$ cat src/rtl/iu_warp_scheduler_pkg.sv
// Shared GPU issue-unit definitions: warp count,
// warp lifecycle encoding and pointer helper.
package iu_warp_scheduler_pkg;

  localparam int NUM_WARPS    = 8;
  localparam int LOGNUM_WARPS = 3;

  typedef enum logic [1:0] {
    W_IDLE    = 2'd0,
    W_ACTIVE  = 2'd1,
    W_BR_WAIT = 2'd2
  } warp_state_e;

  // Warp count is a power of two, so the
  // pointer wraps by plain overflow.
  function automatic logic [LOGNUM_WARPS-1:0]
    nxt_ptr(input logic [LOGNUM_WARPS-1:0] g);
    return g + LOGNUM_WARPS'(1);
  endfunction

endpackage

$ cat src/rtl/iu_warp_scheduler_if.sv
// Issue-unit bundle: IB/SB/OC/RAU/SIMT side
// signals around the warp scheduler.
interface iu_warp_scheduler_if
  import iu_warp_scheduler_pkg::*;
#(
  parameter int NW = NUM_WARPS,
  parameter int LW = LOGNUM_WARPS
) ();

  logic [NW-1:0] req_IB_IU;
  logic [NW-1:0] ready_SB_IU;
  logic [NW-1:0] branch_IB_IU;
  logic [NW-1:0] exit_IB_IU;
  logic          full_OC_IU;
  logic          start_RAU_IU;
  logic [LW-1:0] start_warpID_RAU_IU;
  logic          resolve_SIMT_IU;
  logic [LW-1:0] resolve_warpID_SIMT_IU;

  logic [NW-1:0] grt_IU_IB;
  logic          valid_IU_OC;
  logic [LW-1:0] warpID_IU_OC;
  logic          exit_IU_RAU;
  logic [LW-1:0] warpID_IU_RAU;

  modport master (
    output req_IB_IU,
    output ready_SB_IU,
    output branch_IB_IU,
    output exit_IB_IU,
    output full_OC_IU,
    output start_RAU_IU,
    output start_warpID_RAU_IU,
    output resolve_SIMT_IU,
    output resolve_warpID_SIMT_IU,
    input  grt_IU_IB,
    input  valid_IU_OC,
    input  warpID_IU_OC,
    input  exit_IU_RAU,
    input  warpID_IU_RAU
  );

  modport slave (
    input  req_IB_IU,
    input  ready_SB_IU,
    input  branch_IB_IU,
    input  exit_IB_IU,
    input  full_OC_IU,
    input  start_RAU_IU,
    input  start_warpID_RAU_IU,
    input  resolve_SIMT_IU,
    input  resolve_warpID_SIMT_IU,
    output grt_IU_IB,
    output valid_IU_OC,
    output warpID_IU_OC,
    output exit_IU_RAU,
    output warpID_IU_RAU
  );

endinterface

$ cat src/rtl/iu_warp_scheduler_rr_arbiter.sv
// Combinational round-robin picker: first
// requester at or after the pointer wins.
module rr_arbiter #(
  parameter int N  = 8,
  parameter int LW = 3
) (
  input  logic [N-1:0]  req_i,
  input  logic [LW-1:0] ptr_i,
  output logic [N-1:0]  gnt_o,
  output logic [LW-1:0] idx_o,
  output logic          vld_o
);

  logic [LW-1:0] k;

  always_comb begin
    gnt_o = '0;
    idx_o = '0;
    vld_o = 1'b0;
    k     = '0;
    for (int i = 0; i < N; i++) begin
      k = ptr_i + LW'(i);
      if (!vld_o && req_i[k]) begin
        vld_o    = 1'b1;
        idx_o    = k;
        gnt_o[k] = 1'b1;
      end
    end
  end

endmodule

$ cat src/rtl/iu_warp_scheduler.sv
// Warp issue scheduler: tracks warp lifecycle,
// grants one eligible warp per cycle round-robin.
module iu_warp_scheduler
  import iu_warp_scheduler_pkg::*;
#(
  parameter int NUM_WARPS =
    iu_warp_scheduler_pkg::NUM_WARPS,
  parameter int LOGNUM_WARPS =
    iu_warp_scheduler_pkg::LOGNUM_WARPS
) (
  input  logic clk,
  input  logic rst,
  iu_warp_scheduler_if.slave bus
);

  localparam int N  = NUM_WARPS;
  localparam int LW = LOGNUM_WARPS;

  warp_state_e   state_q [N];
  warp_state_e   state_d [N];
  logic [LW-1:0] rr_ptr_q, rr_ptr_d;

  logic          valid_q, valid_d;
  logic [LW-1:0] oc_id_q, oc_id_d;
  logic          exit_q,  exit_d;
  logic [LW-1:0] rau_id_q, rau_id_d;

  logic [N-1:0]  elig;
  logic [N-1:0]  arb_req;
  logic [N-1:0]  gnt;
  logic [LW-1:0] gidx;
  logic          gvld;

  always_comb begin
    elig = '0;
    for (int w = 0; w < N; w++) begin
      elig[w] = (state_q[w] == W_ACTIVE)
              & bus.req_IB_IU[w]
              & bus.ready_SB_IU[w];
    end
  end

  // Reset also masks the grant so no IB pops.
  assign arb_req =
    (rst || bus.full_OC_IU) ? '0 : elig;

  rr_arbiter #(
    .N  (N),
    .LW (LW)
  ) u_arb (
    .req_i (arb_req),
    .ptr_i (rr_ptr_q),
    .gnt_o (gnt),
    .idx_o (gidx),
    .vld_o (gvld)
  );

  assign bus.grt_IU_IB = gnt;

  always_comb begin
    for (int w = 0; w < N; w++) begin
      state_d[w] = state_q[w];
      unique case (1'b1)
        gnt[w]: begin
          if (bus.exit_IB_IU[w])
            state_d[w] = W_IDLE;
          else if (bus.branch_IB_IU[w])
            state_d[w] = W_BR_WAIT;
        end
        bus.start_RAU_IU
          && bus.start_warpID_RAU_IU == LW'(w)
          && state_q[w] == W_IDLE:
          state_d[w] = W_ACTIVE;
        bus.resolve_SIMT_IU
          && bus.resolve_warpID_SIMT_IU == LW'(w)
          && state_q[w] == W_BR_WAIT:
          state_d[w] = W_ACTIVE;
        default: ;
      endcase
    end
  end

  always_comb begin
    rr_ptr_d = gvld ? nxt_ptr(gidx) : rr_ptr_q;
    valid_d  = gvld;
    oc_id_d  = gvld ? gidx : '0;
    exit_d   = gvld & bus.exit_IB_IU[gidx];
    rau_id_d = exit_d ? gidx : '0;
  end

  always_ff @(posedge clk) begin
    if (rst) begin
      for (int w = 0; w < N; w++)
        state_q[w] <= W_IDLE;
      rr_ptr_q <= '0;
      valid_q  <= 1'b0;
      oc_id_q  <= '0;
      exit_q   <= 1'b0;
      rau_id_q <= '0;
    end else begin
      for (int w = 0; w < N; w++)
        state_q[w] <= state_d[w];
      rr_ptr_q <= rr_ptr_d;
      valid_q  <= valid_d;
      oc_id_q  <= oc_id_d;
      exit_q   <= exit_d;
      rau_id_q <= rau_id_d;
    end
  end

  assign bus.valid_IU_OC   = valid_q;
  assign bus.warpID_IU_OC  = oc_id_q;
  assign bus.exit_IU_RAU   = exit_q;
  assign bus.warpID_IU_RAU = rau_id_q;

endmodule

$ cat src/flat_wrapper.sv
// flat-port wrapper written by rule: the top's interface ports become plain ports
module iu_warp_scheduler_flat import iu_warp_scheduler_pkg::*;
#(
  parameter int NUM_WARPS =
    iu_warp_scheduler_pkg::NUM_WARPS,
  parameter int LOGNUM_WARPS =
    iu_warp_scheduler_pkg::LOGNUM_WARPS
)
  (clk, rst, bus_req_IB_IU, bus_ready_SB_IU, bus_branch_IB_IU, bus_exit_IB_IU, bus_full_OC_IU, bus_start_RAU_IU, bus_start_warpID_RAU_IU, bus_resolve_SIMT_IU, bus_resolve_warpID_SIMT_IU, bus_grt_IU_IB, bus_valid_IU_OC, bus_warpID_IU_OC, bus_exit_IU_RAU, bus_warpID_IU_RAU);
  iu_warp_scheduler_if bus_i ();
  input  logic clk;
  input  logic rst;
  input wire logic [$bits(bus_i.req_IB_IU)-1:0] bus_req_IB_IU;
  input wire logic [$bits(bus_i.ready_SB_IU)-1:0] bus_ready_SB_IU;
  input wire logic [$bits(bus_i.branch_IB_IU)-1:0] bus_branch_IB_IU;
  input wire logic [$bits(bus_i.exit_IB_IU)-1:0] bus_exit_IB_IU;
  input wire logic [$bits(bus_i.full_OC_IU)-1:0] bus_full_OC_IU;
  input wire logic [$bits(bus_i.start_RAU_IU)-1:0] bus_start_RAU_IU;
  input wire logic [$bits(bus_i.start_warpID_RAU_IU)-1:0] bus_start_warpID_RAU_IU;
  input wire logic [$bits(bus_i.resolve_SIMT_IU)-1:0] bus_resolve_SIMT_IU;
  input wire logic [$bits(bus_i.resolve_warpID_SIMT_IU)-1:0] bus_resolve_warpID_SIMT_IU;
  output wire logic [$bits(bus_i.grt_IU_IB)-1:0] bus_grt_IU_IB;
  output wire logic [$bits(bus_i.valid_IU_OC)-1:0] bus_valid_IU_OC;
  output wire logic [$bits(bus_i.warpID_IU_OC)-1:0] bus_warpID_IU_OC;
  output wire logic [$bits(bus_i.exit_IU_RAU)-1:0] bus_exit_IU_RAU;
  output wire logic [$bits(bus_i.warpID_IU_RAU)-1:0] bus_warpID_IU_RAU;
  assign bus_i.req_IB_IU = bus_req_IB_IU;
  assign bus_i.ready_SB_IU = bus_ready_SB_IU;
  assign bus_i.branch_IB_IU = bus_branch_IB_IU;
  assign bus_i.exit_IB_IU = bus_exit_IB_IU;
  assign bus_i.full_OC_IU = bus_full_OC_IU;
  assign bus_i.start_RAU_IU = bus_start_RAU_IU;
  assign bus_i.start_warpID_RAU_IU = bus_start_warpID_RAU_IU;
  assign bus_i.resolve_SIMT_IU = bus_resolve_SIMT_IU;
  assign bus_i.resolve_warpID_SIMT_IU = bus_resolve_warpID_SIMT_IU;
  assign bus_grt_IU_IB = bus_i.grt_IU_IB;
  assign bus_valid_IU_OC = bus_i.valid_IU_OC;
  assign bus_warpID_IU_OC = bus_i.warpID_IU_OC;
  assign bus_exit_IU_RAU = bus_i.exit_IU_RAU;
  assign bus_warpID_IU_RAU = bus_i.warpID_IU_RAU;
  iu_warp_scheduler #(.NUM_WARPS(NUM_WARPS), .LOGNUM_WARPS(LOGNUM_WARPS)) u_core (.clk(clk), .rst(rst), .bus(bus_i));
endmodule
$ cat config.mk
export PLATFORM = sky130hd
export DESIGN_NAME = iu_warp_scheduler_flat
export DESIGN_NICKNAME = d
export VERILOG_FILES = /design/src/rtl/iu_warp_scheduler_pkg.sv /design/src/rtl/iu_warp_scheduler_if.sv /design/src/rtl/iu_warp_scheduler_rr_arbiter.sv /design/src/rtl/iu_warp_scheduler.sv /design/src/flat_wrapper.sv
export SDC_FILE = /design/constraint.sdc
export NUM_CORES = 1
export LEC_CHECK = 0
export ABC_AREA = 1
export CORE_MARGIN = 2
export CORE_UTILIZATION = 48
export DETAILED_ROUTE_END_ITERATION = 16
export GPL_TIMING_DRIVEN = 1
export PLACE_DENSITY = 0.78
export SYNTH_ARGS = -nofsm -noshare
export SYNTH_HDL_FRONTEND = slang
export SYNTH_SLANG_ARGS = --single-unit
$ cat constraint.sdc
create_clock -name clk -period 3.42 [get_ports clk]
set_input_delay 0.855 -clock clk [delete_from_list [all_inputs] [get_ports clk]]
set_output_delay 0.855 -clock clk [all_outputs]
set_load 0.1 [all_outputs]
==> results of run 1 <==
[critical path, cell delays in order]
cell,delay (ns)
buf_8,0.09
nor2_4,0.04
buf_12,0.12
buf_12,0.12
nand4_1,0.18
nand3_2,0.15
nand2_2,0.09
nand2_2,0.06
nand2_4,0.11
buf_4,0.17
nor2_1,0.07
a21oi_2,0.12
o21ai_1,0.09
a21oi_2,0.11
o21ai_1,0.08
a21oi_2,0.17
nand3_4,0.11
buf_12,0.18
[how the worst max path moves through the flow]
stage | to | cells after the start
6_report | bus_grt_IU_IB[7] | 18
5_1_grt | bus_grt_IU_IB[2] | 17
3_3_place_gp | bus_grt_IU_IB[1] | 17
3_5_place_dp | bus_grt_IU_IB[1] | 17
2_1_floorplan | bus_grt_IU_IB[0] | 12
4_1_cts | bus_grt_IU_IB[4] | 16
[final cells by class]
cell class / count / area, µm² / area share
multi-input cells: 393 / 2430 / 0.516
well taps: 75 / 93.8 / 0.0200
repair buffers: 133 / 1270 / 0.271
repair inverters: 1 / 8.76 / 0.00186
inverters: 73 / 304 / 0.0647
flip-flops and latches: 27 / 542 / 0.115
clock buffers: 3 / 41.3 / 0.00878
clock inverters: 1 / 8.76 / 0.00186
[per-stage QoR]
step	setup WS (ns)	area, µm²	utilization	setup TNS [ns]	instances
after floorplan	-0.137	3110	-	-0.879	507
after global placement	-0.844	4130	0.694	-11.15	678
after detailed placement	-0.850	4130	0.694	-11.71	678
after CTS	-0.315	4620	0.776	-2.31	702
after global routing	-0.432	4700	0.789	-3.29	706
final	-0.382	4700	0.789	-2.79	706
[cell usage in the layout (no fill, tap or decap), types with 3 or more instances in the layout]
master | Yosys | routed
a21oi_1 | 46 | 36
a21oi_2 | 0 | 10
buf_12 | 0 | 11
buf_4 | 2 | 76
buf_6 | 3 | 3
clkbuf_8 | 0 | 3
clkdlybuf4s50_1 | 0 | 24
dfxtp_1 | 27 | 26
dlygate4sd2_1 | 0 | 16
ha_1 | 7 | 6
inv_1 | 65 | 52
inv_2 | 7 | 16
nand2_1 | 136 | 116
nand2_2 | 7 | 19
nand2_4 | 2 | 10
nand3_1 | 62 | 42
nand3_2 | 5 | 22
nand3_4 | 2 | 5
nand3b_1 | 5 | 5
nand4_1 | 14 | 14
nand4_4 | 1 | 4
nor2_1 | 46 | 42
nor2_2 | 1 | 4
nor2_4 | 4 | 5
nor3_1 | 16 | 16
o211ai_1 | 5 | 5
o211ai_4 | 0 | 4
o21ai_0 | 10 | 4
o21ai_1 | 3 | 9
[timing repair]
action                                  in CTS  in global routing
cloned                                       3                  0
setup buffers                               17                  4
pin swaps                                   66                 24
resized for setup                          102                 19
endpoints found under the setup margin      14                 13
[flip-flops by register name (all words and copies together), names as in the netlist]
register and flops:
u_core.bus.warpID_IU_OC 3, u_core.state_q 16, u_core.bus.exit_IU_RAU 1, u_core.rr_ptr_q 3, u_core.bus.warpID_IU_RAU 3, u_core.bus.valid_IU_OC 1
[routing by layer]
metal  part of all wire  up-vias  routed length (µm)
met1               0.41     1882                4770
met3              0.084       29                 967
met5                  0        -                   0
li1                   -     1924                   -
met2               0.48      235                5510
met4              0.027        0                 307
[cell families (layout without fill, tap and decap cells)]
| logic type | count (synthesis) | count (layout) | share of synthesized area |
|---|---|---|---|
| DFF | 27 | 27 | 0.182 |
| buffers and inverters | 87 | 211 | 0.125 |
| and+or+nand+nor | 309 | 309 | 0.510 |
| adders and majority gates | 7 | 7 | 0.0295 |
| AOI/OAI and AO/OA | 77 | 77 | 0.154 |
==> impl_metrics.ini, run 1 <==
[outcome]
failed_checks = setup timing
status = finished, violations left

[timing]
min_period_over_period = 1.11
setup_violations = 8
hold_violations = 0
hold_slack_ns = 0.480
final.setup.worst_slack_ns = -0.382
fin_skew_ns = 0.00441
slew_viol_final = 0
slew_headroom = 0.662
layout_min_cycle_time_ns = 3.80
worst_pin_slew_ns = 0.503
max_freq_mhz = 263
rsz0062_at_grt = yes

[floorplanning]
die_h_um = 82.6
initial_core_util = 0.498
rows = 28
die_w_um = 82.6
io_pins = 59
dieArea_mm2 = 0.00682
core-area_mm2 = 0.00596

[synth]
synth_top_area_share = 0.182
synth_area_mm2 = 0.00296
avgSynthCellArea_um2 = 5.85
synth_cell_types = 40
async_reset_ff_frac = 0
synth-seq-cells = 27
yosys-top-cells-count = nand2_1, inv_1, nand3_1
ys.warnings.count = 0
synth_seq_area_share = 0.182
yosysTopAreaCell = dfxtp_1
synth_edf_count = 0
syn_inst = 507
syn_nets = 557
synth_area_leaders = dfxtp_1, nand2_1, nand3_1
synthFlopType = dfxtp_1
yosysMostFrequentCell = nand2_1

[setup_path]
rr_startpoint = u_core.rr_ptr_q[2]$_SDFFE_PP0N_
end_kind = output pin
startpoint = rst
regToRegEndpoint = u_core.rr_ptr_q[1]$_SDFFE_PP0N_
critPathKind = primary input to output pin
crit_fanout = 6
r2r_slack_ns = 0.28
start_kind = primary input
worstPathRequired_ns = 2.56
cp.arrival_ns = 2.95
reg2reg_depth = 19

[drt]
drc = 0
drt_iter0_markers = 340
routed-via-count = 4070
ant_nets = 0
wl_per_cell_um = 16.4
via_per_inst = 5.76
wl_um = 11600
drt_pass1_iterations = 5

[grt]
grt_pass1_vias = 3713
use_met2 = 0.569
grt_use_met1 = 0.454
busiest_layer = met2
grt_start_max_net_pins = 27
grt_overflow_total = 0
groute.usage.overall = 0.338
antenna_found_initial = 0
met3_usage = 0.0435
grt_pass1_wl_um = 17600

[final_layout]
areaGrowthSynthToFinish_pct = 58.6
drive_gt1_frac = 0.339
n_antenna_cell = 0
n_fill_cell = 457
final_nets = 682

[hold_path]
hold_path_depth = 2
whs_endpoint = u_core.state_q[3][0]$_SDFFE_PP0P_
hold_class = register to register
min_from = u_core.state_q[3][0]$_SDFFE_PP0P_

[clock_network]
root_buffer = clkbuf_8
clkTransAtPathRegs_ns = 0.10
ctsHoldBuffers = 0
h-tree-depth = 1
cts.sink_count = 27
cts_tree = done
cts_made_buffers = 3
clk_path_buf_depth = 2
clk_latency_ns = 0.28

[run]
maxCapViolCount = 0

[placement]
hpwl_um = 8470
port_buffers = 58
gp_congestion = 0.940
Power of run 1 is left out: the tool's default activity adds up to more than one toggle a clock period on the data nets, which glitch-free logic cannot reach.
==> run 2: changes to the inputs <==
ABC_AREA = default   (was 1)
SLEW_MARGIN = 5   (was default)
==> run 2 against run 1 <==
Compared with the run above: highest routed layer unchanged; clock skew increased by 0.0010 ns; non-clock buffer count increased by 48; the run still ends with setup timing left; critical path type unchanged; global-route usage up 2.9 points.
==> impl_metrics.ini, run 2 <==
[setup_path]
max_stage_delay_ns = 0.57
startpoint = bus_full_OC_IU
reg2reg_depth = 16
crit_buf_inv = 4
worstPathRequired_ns = 2.56
slowest_stage = or4b_4
crit_fanout = 7
critPathTopFamily = compound AO/OA/AOI/OAI gates
end_kind = output pin
r2r_slack_ns = -0.49
critPathKind = primary input to output pin
rr_startpoint = u_core.rr_ptr_q[0]$_SDFFE_PP0N_
path_cells = buf_6 -> or4b_4 -> o22ai_4 -> nor2_4 -> a221oi_2 -> buf_4 -> or3_4 -> nor3_4 -> a221o_1 -> mux2i_4 -> clkinvlp_4 -> buf_12
cp.arrival_ns = 3.40
start_kind = primary input
regToRegEndpoint = u_core.bus.warpID_IU_RAU[0]$_SDFF_PP0_

[grt]
grt_start_max_net_pins = 17
grt_pass1_vias = 3842
groute.usage.overall = 0.367
grt_overflow_total = 0
grt_pass1_wl_um = 18700
antenna_found_initial = 0

[outcome]
failed_checks = setup timing
status = finished, violations left

[clock_network]
clkTransAtPathRegs_ns = 0.12
h-tree-depth = 1
root_buffer = clkbuf_8
cts_made_buffers = 3
clk_path_buf_depth = 2
clk_latency_ns = 0.29
ctsHoldBuffers = 0
cts_tree = done
cts.sink_count = 27

[drt]
ant_nets = 0
routed-via-count = 4055
drt_iter0_markers = 467
via_per_inst = 6.70
wl_per_cell_um = 21.1
wl_um = 12800
drt_pass1_iterations = 5
drc = 0

[timing]
slew_headroom = 0.705
final.setup.worst_slack_ns = -0.830
layout_min_cycle_time_ns = 4.25
min_period_over_period = 1.24
fin_skew_ns = 0.00542
worst_pin_slew_ns = 0.439
slew_viol_final = 0
rsz0062_at_grt = yes
max_freq_mhz = 235
hold_violations = 0
fin_setup_tns_ns = -9.99
setup_violations = 20

[placement]
gp_congestion = 0.972
hpwl_um = 9110
port_buffers = 58

[final_layout]
mostFrequentLayoutCell = buf_4
areaGrowthSynthToFinish_pct = 73.2
final_cell_mix = buf_4, nor2_1, buf_6, dfxtp_1, clkdlybuf4s50_1
regMostFlops = u_core.state_q
largest_reg_flops = 16
n_antenna_cell = 0
drive_gt1_frac = 0.464
final_nets = 581
n_fill_cell = 302

[synth]
synth_edf_count = 0
synth_area_mm2 = 0.00288
yosys-top-cells-count = nor2_1, dfxtp_1, nor3_1
synth_top_area_share = 0.188
synth-seq-cells = 27
avgSynthCellArea_um2 = 8.10
ys.warnings.count = 0
synth_area_leaders = dfxtp_1, nor2_1, mux2_2
synthFlopType = dfxtp_1
yosysTopAreaCell = dfxtp_1
syn_nets = 405
yosysMostFrequentCell = nor2_1
synth_seq_area_share = 0.188
syn_inst = 355
synth_cell_types = 76
async_reset_ff_frac = 0

[floorplanning]
core-area_mm2 = 0.00585
io_pins = 59
dieArea_mm2 = 0.00663
rows = 28
die_w_um = 81.4
initial_core_util = 0.492
die_h_um = 81.4

[pwr]
power.total_mw = 5.10
seqPwrFrac = 0.089
p_leak_nw = 2.07
clkPwrFrac = 0.041
power_frac_comb = 0.870
total_switching_power_mw = 2.67
internal-power_mw = 2.44
ir_drop_uv = 1330
p_sw_frac = 0.523
powerDensity_mw_per_mm2 = 1020

[hold_path]
whs_endpoint = u_core.state_q[3][1]$_SDFFE_PP0P_
hold_path_depth = 2
hold_class = register to register
min_from = u_core.state_q[3][1]$_SDFFE_PP0P_

[run]
maxCapViolCount = 0
run 2: logic make-up after synthesis:
kind of cell,Yosys count,synth area share
AO/OA/AOI/OAI,109,0.291
XOR/XNOR,4,0.0122
adder cells (fa/ha/maj),7,0.0304
buffers and inverters,22,0.0357
flip-flops,27,0.188
multiplexers,24,0.110
AND/OR/NAND/NOR,162,0.332
run 2: per-stage QoR:
| stage | cells | instance area [µm²] | setup slack [ns] | util | hold WS (ns) |
|---|---|---|---|---|---|
| final | 605 | 4980 | -0.830 | 0.852 | 0.560 |
| after global placement | 585 | 4480 | -1.20 | 0.766 | 0.528 |
| after detailed placement | 585 | 4480 | -1.26 | 0.766 | 0.532 |
| after floorplan | 355 | 3020 | -0.749 | - | 0.481 |
| after CTS | 596 | 4780 | -0.796 | 0.818 | 0.547 |
| after global routing | 605 | 4980 | -0.915 | 0.852 | 0.584 |
run 2: how the worst max path moves through the flow:
stage          depth (start not counted)  slack (ns)               end
2_1_floorplan                         11       -0.75  bus_grt_IU_IB[2]
3_3_place_gp                          12       -1.20  bus_grt_IU_IB[2]
3_5_place_dp                          11       -1.26  bus_grt_IU_IB[2]
4_1_cts                               11       -0.80  bus_grt_IU_IB[2]
5_1_grt                               12       -0.92  bus_grt_IU_IB[2]
6_report                              12       -0.83  bus_grt_IU_IB[2]
run 2: layout make-up:
type | count | area [µm²] | area share
clock buffers | 3 | 41.3 | 0.00829
clock inverters | 1 | 7.51 | 0.00151
inverters | 12 | 48.8 | 0.00979
multi-input cells | 306 | 2640 | 0.530
flip-flops and latches | 27 | 543 | 0.109
well taps | 75 | 93.8 | 0.0188
repair buffers | 181 | 1610 | 0.323
run 2: layer usage:
layer  part of all wire  vias to the layer above  GRT usage  wire (µm)
met3              0.082                       69     0.0505       1050
met5                  0                        -          0          0
li1                   -                     1773          -          -
met2               0.48                      287      0.640       6100
met4              0.049                        0      0.147        631
met1               0.39                     1926      0.453       4990
run 2: power by group through the flow:
stage / Combinational (mW) / Sequential (mW) / Clock, mW
floorplan: 1.98 / 0.766 / 0
global placement: 3.62 / 0.454 / 0
detailed placement: 3.73 / 0.459 / 0
CTS: 4.04 / 0.452 / 0.202
global route: 4.63 / 0.464 / 0.216
finish: 4.44 / 0.456 / 0.208
run 2: repair_timing:
item / 4_1_cts / 5_1_grt
endpoints found under the hold margin: 0 / 0
buffers inserted: 11 / 11
resized for setup: 99 / 41
setup endpoints to repair: 33 / 28
pin swaps: 35 / 22
run 2: worst min-delay path: cells and delay by family (launching register included):
| family | cells | cell delay, ns |
|---|---|---|
| AND/OR/NAND/NOR | 1 | 0.08 |
| AO/OA/AOI/OAI | 1 | 0.07 |
| flip-flops | 1 | 0.37 |
Power figures use the tool's default switching activity.
==> run 3: changes to the inputs <==
CAP_MARGIN = 25   (was default)
CORE_ASPECT_RATIO = 1.4   (was default)
GPL_ROUTABILITY_DRIVEN = 0   (was default)
==> run 3 against run 2 <==
Compared with the run above: the run still ends with setup timing left; utilization up 1.9 points; count of clock-buffer cells in the layout did not move; global-route usage rose by 2.3 points; wire length rose by 12%; sequential cell count stayed put; first-iteration DRC count down 5.4%; clock power shrank 9%; largest cell class unchanged; cell area is 1.7% higher; via count up 6.0%; register-to-register slack better by 0.12 ns; sequential power grew 0.9%; total power increased by 2.1%.
==> impl_metrics.ini, run 3 (synthesis gave the netlist of run 2 again) <==
[outcome]
status = finished, violations left
failed_checks = setup timing

[clock_network]
cts.sink_count = 27
cts_tree = done
cts_made_buffers = 3
h-tree-depth = 1
ctsHoldBuffers = 0
clkTransAtPathRegs_ns = 0.09
root_buffer = clkbuf_8
clk_latency_ns = 0.28
clk_path_buf_depth = 2

[setup_path]
end_kind = output pin
path_cells = buf_8 -> buf_4 -> nand4bb_2 -> buf_4 -> o22ai_1 -> nor3_1 -> a21oi_4 -> nor3_2 -> a31oi_1 -> a22oi_2 -> mux2i_4 -> clkinvlp_4 -> buf_12
crit_fanout = 8
start_kind = primary input
critPathKind = primary input to output pin
max_stage_delay_ns = 0.36
worstPathRequired_ns = 2.56
slowest_stage = o22ai_1
cp.arrival_ns = 3.47
path_common_cell = buf_4

[timing]
worst_pin_slew_ns = 0.539
slew_viol_final = 0
fin_skew_ns = 0.00757
layout_min_cycle_time_ns = 4.33
setup_violations = 26
min_period_over_period = 1.27
rsz0062_at_grt = yes
hold_violations = 0
max_freq_mhz = 231
final.setup.worst_slack_ns = -0.907
slew_headroom = 0.638

[grt]
grt_pass1_wl_um = 20400
groute.usage.overall = 0.390
grt_overflow_total = 0
grt_start_max_net_pins = 16
antenna_found_initial = 0
grt_pass1_vias = 4147

[drt]
via_per_inst = 7.18
drt_pass1_iterations = 6
drt_iter0_markers = 442
routed-via-count = 4298
ant_nets = 0
drc = 0
wl_per_cell_um = 24.0
wl_um = 14300

[pwr]
ir_drop_uv = 1110
powerDensity_mw_per_mm2 = 1030
p_leak_nw = 2.10

[floorplanning]
dieArea_mm2 = 0.00664
rows = 33
core-area_mm2 = 0.00582
die_w_um = 69.4
die_h_um = 95.6
initial_core_util = 0.494
io_pins = 59

[final_layout]
final_cell_mix = buf_4, nor2_1, buf_6, dfxtp_1, clkdlybuf4s50_1
drive_gt1_frac = 0.474
mostFrequentLayoutCell = buf_4
largest_reg_flops = 16
n_antenna_cell = 0
finish.utilization = 0.870
final_nets = 580
regMostFlops = u_core.state_q
areaGrowthSynthToFinish_pct = 76.2
finalNonFillerCells = 599

[placement]
place_inst = 571
dp_worst_setup_slack_ns = -1.31
hpwl_um = 8700
port_buffers = 58

[run]
maxCapViolCount = 0

[hold_path]
hold_class = register to register
## run 3: cell types whose count changed in the layout (fill, tap and decap cells not counted), moves of 3 or more
cell     previous run  this run
o22ai_4             1         4
o22ai_2             4         1
a21oi_1            10         7
buf_4             109       106
## run 3: repair_timing
item                                    in CTS  in global routing
resized for setup                          113                 43
setup buffers                               16                  9
pin swaps                                   36                 22
hold endpoints to repair                     0                  0
endpoints found under the setup margin      33                 33
## run 3: report_power, final
| group | switching, mW | internal (mW) | total, mW | leakage, nW |
|---|---|---|---|---|
| logic | 2.58 | 1.98 | 4.56 | 1.86 |
| registers | 0.0473 | 0.413 | 0.460 | 0.222 |
| clock network | 0.108 | 0.0819 | 0.190 | 0.0255 |
| total | 2.74 | 2.47 | 5.21 | 2.10 |
## run 3: layout make-up
class                   count  area [µm²]
flip-flops and latches     27         543
clock buffers               3        41.3
inverters                  12        48.8
well taps                  70        87.6
repair buffers            180        1610
clock inverters             1        5.00
multi-input cells         306        2730
fillers                   278         754
## run 3: worst max-delay path, delay by kind of cell
kind | cells | cell delay (ns)
muxes | 1 | 0.22
buffers and inverters | 5 | 0.76
and+or+nand+nor | 3 | 0.57
AOI/OAI and AO/OA | 4 | 1.06
## run 3: layer usage
metal / part of all wire / vias up / track usage
li1: - / 1785 / -
met1: 0.34 / 1991 / 0.406
met2: 0.49 / 372 / 0.711
met3: 0.082 / 150 / 0.0465
met4: 0.091 / 0 / 0.304
met5: 0 / - / 0
## run 3: per-stage QoR
step / TNS [ns] / hold slack [ns] / power, mW / instance area [µm²]
2_1_floorplan: -7.18 / 0.481 / 2.75 / 3020
3_3_place_gp: -26.11 / 0.589 / 4.00 / 4410
3_5_place_dp: -29.23 / 0.598 / 4.07 / 4410
4_1_cts: -7.19 / 0.629 / 4.68 / 4840
5_1_grt: -13.39 / 0.651 / 5.38 / 5070
6_report: -10.71 / 0.638 / 5.21 / 5070
## run 3: path summary, 6_finish.rpt
kind,slack [ns],cells past startpoint,start,end
setup / recovery,-0.91,13,bus_full_OC_IU,bus_grt_IU_IB[2]
hold / removal,0.64,3,u_core.state_q[2][3]$_SDFFE_PP0P_,u_core.state_q[2][3]$_SDFFE_PP0P_
setup reg to reg,-0.37,16,u_core.rr_ptr_q[0]$_SDFFE_PP0N_,u_core.state_q[1][3]$_SDFFE_PP0P_
hold reg to reg,0.64,3,u_core.state_q[2][3]$_SDFFE_PP0P_,u_core.state_q[2][3]$_SDFFE_PP0P_
